## config.mk

```make
export PLATFORM = sky130hd
export DESIGN_NAME = cpu_dma_rx_sched
export DESIGN_NICKNAME = d
export VERILOG_FILES = /design/src/rtl/cpu_dma_rx_sched.sv
export SDC_FILE = /design/constraint.sdc
export NUM_CORES = 1
export LEC_CHECK = 0
export BUFFER_PORTS_ARGS = -buffer_cell sky130_fd_sc_hd__buf_2
export CAP_MARGIN = 20
export CORE_MARGIN = 2
export CORE_UTILIZATION = 35
export DETAILED_ROUTE_END_ITERATION = 10
export GPL_TIMING_DRIVEN = 0
export PLACE_DENSITY_LB_ADDON = 0.12
export SLEW_MARGIN = 0
export SYNTH_ARGS = -nofsm -noshare
export SYNTH_HDL_FRONTEND = slang
export SYNTH_SLANG_ARGS = --single-unit
```

## constraint.sdc

```tcl
create_clock -name clk -period 2.8 [get_ports clk]
set_input_delay 0 -clock clk [delete_from_list [all_inputs] [get_ports clk]]
set_output_delay 0 -clock clk [all_outputs]
set_load 0.05 [all_outputs]
```

## src/rtl/cpu_dma_rx_sched.sv

```systemverilog
// Round-robin drain of complete packets from CPU DMA queues into the DMA RX path.
// One cycle to grant, then one word per cycle while dma_rx_rdy is high; dma_rx_rdy low stalls with no timeout.
module cpu_dma_rx_sched #(
  parameter int NUM_QUEUES     = 4,
  parameter int DMA_DATA_WIDTH = 32,
  parameter int DMA_CTRL_WIDTH = DMA_DATA_WIDTH / 8,
  parameter int MAX_PKT_WORDS  = 512,
  parameter int GAP_CYCLES     = 2
) (
  input  logic                                   clk,
  input  logic                                   reset,
  input  logic [NUM_QUEUES-1:0]                  q_pkt_avail,
  output logic [NUM_QUEUES-1:0]                  q_rd,
  input  logic [NUM_QUEUES*DMA_DATA_WIDTH-1:0]   q_rd_data,
  input  logic [NUM_QUEUES*DMA_CTRL_WIDTH-1:0]   q_rd_ctrl,
  input  logic                                   dma_rx_rdy,
  output logic                                   dma_rx_wr,
  output logic [DMA_DATA_WIDTH-1:0]              dma_rx_data,
  output logic [DMA_CTRL_WIDTH-1:0]              dma_rx_ctrl,
  output logic                                   dma_rx_sop,
  output logic                                   dma_rx_eop,
  output logic [$clog2(NUM_QUEUES)-1:0]          dma_rx_qid,
  output logic                                   busy,
  output logic                                   pkt_abort
);

  localparam int QW = $clog2(NUM_QUEUES);
  localparam int CW = $clog2(MAX_PKT_WORDS) + 1;
  localparam int GW = $clog2(GAP_CYCLES + 1);

  typedef enum logic [1:0] {IDLE, XFER, GAP} state_t;

  state_t        state;
  logic [QW-1:0] last_grant;
  logic [CW-1:0] word_cnt;
  logic [GW-1:0] gap_cnt;

  logic          arb_found;
  logic [QW-1:0] arb_idx;
  logic [QW:0]   cand;
  logic          ctrl_eop;
  logic          at_limit;

  // Rotating search starting just after the last queue served.
  always_comb begin
    arb_found = 1'b0;
    arb_idx   = '0;
    cand      = '0;
    for (int i = 1; i <= NUM_QUEUES; i++) begin
      cand = {1'b0, last_grant} + (QW+1)'(i);
      if (cand >= (QW+1)'(NUM_QUEUES))
        cand = cand - (QW+1)'(NUM_QUEUES);
      if (!arb_found && q_pkt_avail[cand[QW-1:0]]) begin
        arb_found = 1'b1;
        arb_idx   = cand[QW-1:0];
      end
    end
  end

  assign dma_rx_data = q_rd_data[dma_rx_qid*DMA_DATA_WIDTH +: DMA_DATA_WIDTH];
  assign dma_rx_ctrl = q_rd_ctrl[dma_rx_qid*DMA_CTRL_WIDTH +: DMA_CTRL_WIDTH];
  assign ctrl_eop    = |dma_rx_ctrl;
  assign at_limit    = (word_cnt == CW'(MAX_PKT_WORDS - 1));

  // Gated by reset so a packet interrupted by reset loses no further words.
  assign dma_rx_wr  = (state == XFER) && !reset && dma_rx_rdy;
  assign q_rd       = dma_rx_wr ? (NUM_QUEUES'(1) << dma_rx_qid) : '0;
  assign dma_rx_sop = dma_rx_wr && (word_cnt == '0);
  assign dma_rx_eop = dma_rx_wr && (ctrl_eop || at_limit);

  always_ff @(posedge clk) begin
    if (reset) begin
      state      <= IDLE;
      dma_rx_qid <= '0;
      last_grant <= QW'(NUM_QUEUES - 1);
      word_cnt   <= '0;
      gap_cnt    <= '0;
      busy       <= 1'b0;
      pkt_abort  <= 1'b0;
    end else begin
      pkt_abort <= 1'b0;
      case (state)
        IDLE: begin
          if (arb_found) begin
            dma_rx_qid <= arb_idx;
            word_cnt   <= '0;
            state      <= XFER;
            busy       <= 1'b1;
          end
        end
        XFER: begin
          if (dma_rx_wr) begin
            if (dma_rx_eop) begin
              last_grant <= dma_rx_qid;
              word_cnt   <= '0;
              gap_cnt    <= '0;
              pkt_abort  <= !ctrl_eop;
              state      <= GAP;
            end else if (word_cnt != CW'(MAX_PKT_WORDS)) begin
              word_cnt <= word_cnt + 1'b1;
            end
          end
        end
        // Holds off re-arbitration until the served queue's flag has caught up.
        GAP: begin
          if (gap_cnt == GW'(GAP_CYCLES - 1)) begin
            gap_cnt <= '0;
            busy    <= 1'b0;
            state   <= IDLE;
          end else begin
            gap_cnt <= gap_cnt + 1'b1;
          end
        end
        default: begin
          state <= IDLE;
          busy  <= 1'b0;
        end
      endcase
    end
  end

endmodule

```

==> Word level (Yosys, flattened, before mapping) <==
Cells that the tools add are included.
Widths: inputs -> output; s select.
{ "word_totals": {"in_bits": 151, "regBits": 20} }
{ "op_classes": {"n_addsub": 10, "mux": 38, "shift": 3, "reduce_logical": 25, "order_cmp": 8, "n_eq_ne": 10, "bitwise_logic": 3} }
{ "op_table": {"columns": ["op", "count"], "rows": [
  ["$shiftx 128x8->32", 1],
  ["$mux 10", 4],
  ["$mux 2", 15],
  ["$pmux 10 s2", 1],
  ["$shiftx 16x5->4", 1],
  ["$ge 3x3->1 const B", 4],
  ["$lt 2x3->1 const B", 4],
  ["$add 10x1->10 const B", 1],
  ["$eq 10x9->1 const B", 1],
  ["$logic_not 10->1", 1],
  ["$mux 1", 10],
  ["$ne 10x10->1 const B", 1],
  ["$reduce_and 3->1", 3],
  ["$bmux 1 s2", 4],
  ["$ne 2x2->1 const B", 4],
  ["$reduce_and 4->1", 2],
  ["$reduce_or 4->1", 2],
  ["$sub 2x1->2 const B", 4],
  ["$logic_and 1x1->1", 7],
  ["$add 2x2->3 const B", 2],
  ["$pmux 2 s3", 1],
  ["$logic_not 1->1", 5],
  ["$eq 2x1->1 const B", 2],
  ["$mux 4", 1],
  ["13 further kinds", 16]
]} }

==> Logic depth before layout (Yosys ltp) <==
{ "depth": {"depth_word": 17, "mapped_depth": 7} }

==> Least setup slack after synthesis <==
Ideal clock, no wire load.
{ "synth_path": {"kind": "register to register", "from": "register dma_rx_qid[0]", "to": "register word_cnt[8]", "path_buffers": 2, "setup_time_ns": 0.073, "arrival_time_ns": 2.549, "required_ns": 2.727, "path_slack_ns": 0.178, "path_stages_with_launch": 8, "path_cell_list": "dfxtp_1 buf_6 mux4_2 or4_4 nand2_1 nand2b_1 buf_6 nor3_2"} }
{ "synth_via": {"elab_chain_len": 7} }
{ "synth_lines": {"columns": ["item", "line_no", "text"], "rows": [
  ["from (decl)", "22", "output logic [$clog2(NUM_QUEUES)-1:0] dma_rx_qid,"],
  ["from (signal assigned)", "85", "dma_rx_qid <= arb_idx;"],
  ["$shiftx 16x5->4 (*)", "61", "assign dma_rx_ctrl = q_rd_ctrl[dma_rx_qid*DMA_CTRL_WIDTH +: DMA_CTRL_WIDTH];"],
  ["net dma_rx_ctrl[0]", "19", "output logic [DMA_CTRL_WIDTH-1:0] dma_rx_ctrl,"],
  ["$reduce_or 4->1 (*)", "62", "assign ctrl_eop = |dma_rx_ctrl;"],
  ["$logic_or 1x1->1 (*)", "69", "assign dma_rx_eop = dma_rx_wr && (ctrl_eop || at_limit);"],
  ["$logic_and 1x1->1 (*)", "69", null],
  ["$mux 10", "93", "if (dma_rx_eop) begin"],
  ["$mux 10", "92", "if (dma_rx_wr) begin"],
  ["$pmux 10 s2", "82", "case (state)"],
  ["to (signal assigned)", "100", "word_cnt <= word_cnt + 1'b1;"],
  ["to (decl)", "35", "logic [CW-1:0] word_cnt;"]
]} }
The timed path passes the listed nets; every way through them passes the cells marked *. The select of a mux whose other input is x is not followed.
A chain may end at the register's enable or synchronous reset.

==> Worst setup path after layout <==
{ "layout_path": {"from": "register dma_rx_qid[0]", "to": "output dma_rx_eop"} }
{ "layout_via": {"elab_chain_len": 4} }
{ "layout_lines": {"columns": ["item", "line_no", "text"], "rows": [
  ["$shiftx 16x5->4", "61", null],
  ["$reduce_or 4->1", "62", null],
  ["$logic_or 1x1->1", "69", null],
  ["$logic_and 1x1->1", "69", null],
  ["to (decl)", "21", "output logic dma_rx_eop,"]
]} }
Every way passes these cells.

==> run_results.csv <==
group,metric,value,unit
outcome,outcome,"finished clean",
worst_setup_path,path_cells,"buf_6, mux4_2, or4_4, a21oi_4, inv_1, buf_2",
power_and_ir_drop,power_per_cell_area,460,mW/mm^2
route,routed_wirelength,8470,um
floorplan,die_w,79.6,um
sta,fraction_of_the_cycle_the_final_worst_path_needs,0.869,
worst_setup_path,worst_ep_required_time,2.80,ns
clock_tree,clock_tree_from_tritoncts,"yes",
route,count_of_vias_placed_by_the_detailed_router,2495,
power_and_ir_drop,leakagePower,0.00146,uW
finish,num_antenna_cells,0,
sta,final-hold-violation-count,0,
placement,globalplace.congestion,0.904,
route,wl_per_cell,18.2,um
grt,first_global_vias,2375,
worst_setup_path,timing.critical_path.fanout_max,8,
clock_tree,cts_buffer_depth,2,
worst_setup_path,timing_worst_setup_path_type,"reg2out",
yosys,yosys_register_bits,20,
floorplan,core.rowCount,27,
clock_tree,numCtsBuffers,3,
placement,placement.io_buffers,197,
route,remaining_drc_errors,0,
min_path,worst_hold_path_class,"in2reg",
yosys,most_frequently_used_flop_master_after_synthesis,"dfxtp_1",
yosys,synth.top_cell.area_share,0.406,
route,antenna_violating_nets_post_route,0,
sta,worst_slew_pin_slew,0.619,ns
power_and_ir_drop,power.ir.vdd_worst,0.331,mV
yosys,avgSynthCellArea,10.4,sq um
sta,post-route-min-period,2.43,ns
sta,fmax,0.411,GHz
power_and_ir_drop,pwr-share-clk,0.203,
yosys,syn_inst,192,
yosys,synth.yosys.warnings,0,
floorplan,die_area,0.00633,sq mm
power_and_ir_drop,pwr-share-comb,0.582,
worst_setup_path,rr_endpoint,"word_cnt[6]$_SDFFE_PP0P_",
floorplan,chipHeight,79.6,um
sta,final-setup-viol-count,0,
route,drt-vias-per-instance,5.37,
sta,skew,0.00260,ns
route,drt_iter0_drc,68,
clock_tree,cts-resized-gates,0,
grt,grt_first_pass_wirelength,12100,um
sta,relative_slew_margins,0.584,
grt,remaining_global_route_overflow,0,
placement,hpwlAfterDp,7380,um
power_and_ir_drop,p_seq_frac,0.215,
clock_tree,cts.htree.levels,1,
finish,area_growth_synth_to_finish,57.4,%
clock_tree,clock_sinks,20,
worst_setup_path,regToRegStartpoint,"state[0]$_SDFFE_PP0P_",
grt,grt_start_max_net_pins,13,
power_and_ir_drop,cellInternalPower,796,uW
grt,grt_use_total,0.252,
worst_setup_path,worst-endpoint-arrival,2.43,ns
yosys,async_set_or_reset_register_ratio_after_synthesis,0,
worst_setup_path,critPathCaptureType,"output port",
yosys,cell_with_the_most_instances_after_synthesis,"mux4_2",
worst_setup_path,critical_path.max_stage_delay,0.61,ns
power_and_ir_drop,switchingPower,650,uW
clock_tree,path_clk_slew,0.08,ns
yosys,post_synth_main_area_contributors,"mux4_2 (41%), dfxtp_1 (20%), a21oi_1 (4.0%)",
worst_setup_path,r2r.worst_path.cells,6,
min_path,holdPathStages,3,
yosys,synth.net_count,345,
worst_setup_path,critical_path.slowest_cell,"or4_4",
clock_tree,ctsRootBufferMaster,"clkbuf_8",
yosys,netlist-cell-type-count,38,
worst_setup_path,startpoint_type,"flop",
yosys,syn_area,0.00200,sq mm
min_path,hold_end,"dma_rx_qid[1]$_SDFFE_PP0P_",
sta,fin_setup_tns,0,ns
yosys,synthDominantAreaCellType,"mux4_2",
floorplan,fp.coreArea,0.00551,sq mm
sta,unrepaired_setup_endpoints_after_global_routing,"no",
floorplan,initial_standard_cell_utilization_of_the_core,0.363,
finish,fin_nets,547,
sta,timing.final.max_slew_violations,0,
min_path,hold_path_startpoint,"reset",
finish,final_core_utilization,0.571,
floorplan,floorplan.io_pins,198,
sta,worst_slack,0.367,ns
clock_tree,post_cts_hold_buffer_count,0,
yosys,synth_seq_area_share,0.200,
finish,drive_gt1_frac,0.628,
yosys,synth_edf_count,0,
clock_tree,clock_insertion_delay_worst_skew,0.26,ns
yosys,netlist_top_cells_count,"mux4_2 (36), dfxtp_1 (20), a21oi_1 (16)",
worst_setup_path,r2r_setup_slack,0.52,ns
job,max_cap_viol_count,0,
grt,antenna_found_initial,0,
placement,dp_slack,0.543,ns
clock_tree,post_cts_buffers,0,
power_and_ir_drop,switching_share,0.450,
route,first_pass_detailed_route_iteration_total,4,
## registers in the layout, summed over array words and instances, names as in the netlist
name        count
word_cnt       10
pkt_abort       1
busy            1
dma_rx_qid      2
last_grant      2
gap_cnt         2
state           2
## cell type report
type / instances / area (sq um)
buffer: 16 / 78.8
clock buffer: 3 / 41.3
clock inverter: 1 / 30.0
fill: 550 / 2360
inverter: 8 / 30.0
multi-input combinational: 148 / 1490
sequential: 20 / 400
tap: 72 / 90.1
timing repair buffer: 197 / 986
## worst max-delay path, delay by kind of cell (launching register included)
kind / cells / cell delay, ns
compound gates: 1 / 0.28
buf+inv: 3 / 0.41
flops: 1 / 0.35
mux: 1 / 0.51
simple gates: 1 / 0.61
## worst max path at each step
stage	startpoint	to	slack, ns
global route	dma_rx_qid[1]$_SDFFE_PP0P_	dma_rx_data[30]	0.26
CTS	dma_rx_qid[1]$_SDFFE_PP0P_	dma_rx_data[30]	0.36
detailed placement	state[0]$_SDFFE_PP0P_	word_cnt[6]$_SDFFE_PP0P_	0.54
floorplan	dma_rx_qid[0]$_SDFFE_PP0P_	word_cnt[8]$_SDFFE_PP0P_	0.18
finish	dma_rx_qid[0]$_SDFFE_PP0P_	dma_rx_eop	0.37
global placement	state[1]$_SDFFE_PP0P_	word_cnt[5]$_SDFFE_PP0P_	0.58
## cell usage in the layout (no fill, tap or decap), drive strengths merged, types with 2 or more instances in the layout
cell type,n
o22ai,2
nor3,5
clkbuf,14
a21oi,17
a31oi,2
o21ai,4
nand2b,8
nor4,3
a41o,2
or4,7
a41oi,3
and3,3
nand2,13
buf,202
mux4,36
nand4,4
dfxtp,20
or3,2
nor2b,2
nor2,15
ha,2
nand3,7
inv,8
## power groups by stage
stage / Clock [uW] / Combinational (uW) / Sequential (uW)
floorplan: 0 / 597 / 331
global placement: 0 / 834 / 316
detailed placement: 0 / 843 / 317
CTS: 295 / 845 / 310
global route: 309 / 887 / 313
finish: 294 / 842 / 311
## kinds of logic (layout without fill, tap and decap cells)
kind of cell    count (synthesis)  in the layout  share of synthesized area
simple gates                   74             74                      0.205
flops                          20             20                      0.200
buf+inv                        24            225                     0.0544
fa+ha+maj                       2              2                     0.0125
compound gates                 35             35                      0.118
mux                            37             37                      0.411
## layer usage
metal | global-route usage | up-vias | share of wire
li1 | - | 1181 | -
met2 | 0.463 | 127 | 0.52
met4 | 0.102 | 0 | 0.043
met1 | 0.288 | 1167 | 0.37
met3 | 0.0419 | 20 | 0.068
met5 | 0 | - | 0
## through the flow
| step | instance area [sq um] | hold WS (ns) | std cells | power (uW) |
|---|---|---|---|---|
| 2_1_floorplan | 2000 | 0.296 | 192 | 927 |
| 3_3_place_gp | 3080 | 0.437 | 461 | 1150 |
| 3_5_place_dp | 3080 | 0.457 | 461 | 1160 |
| 4_1_cts | 3150 | 0.224 | 465 | 1450 |
| 5_1_grt | 3150 | 0.263 | 465 | 1510 |
| 6_report | 3150 | 0.220 | 465 | 1450 |
No activity file was read; power rests on OpenSTA's default activity.
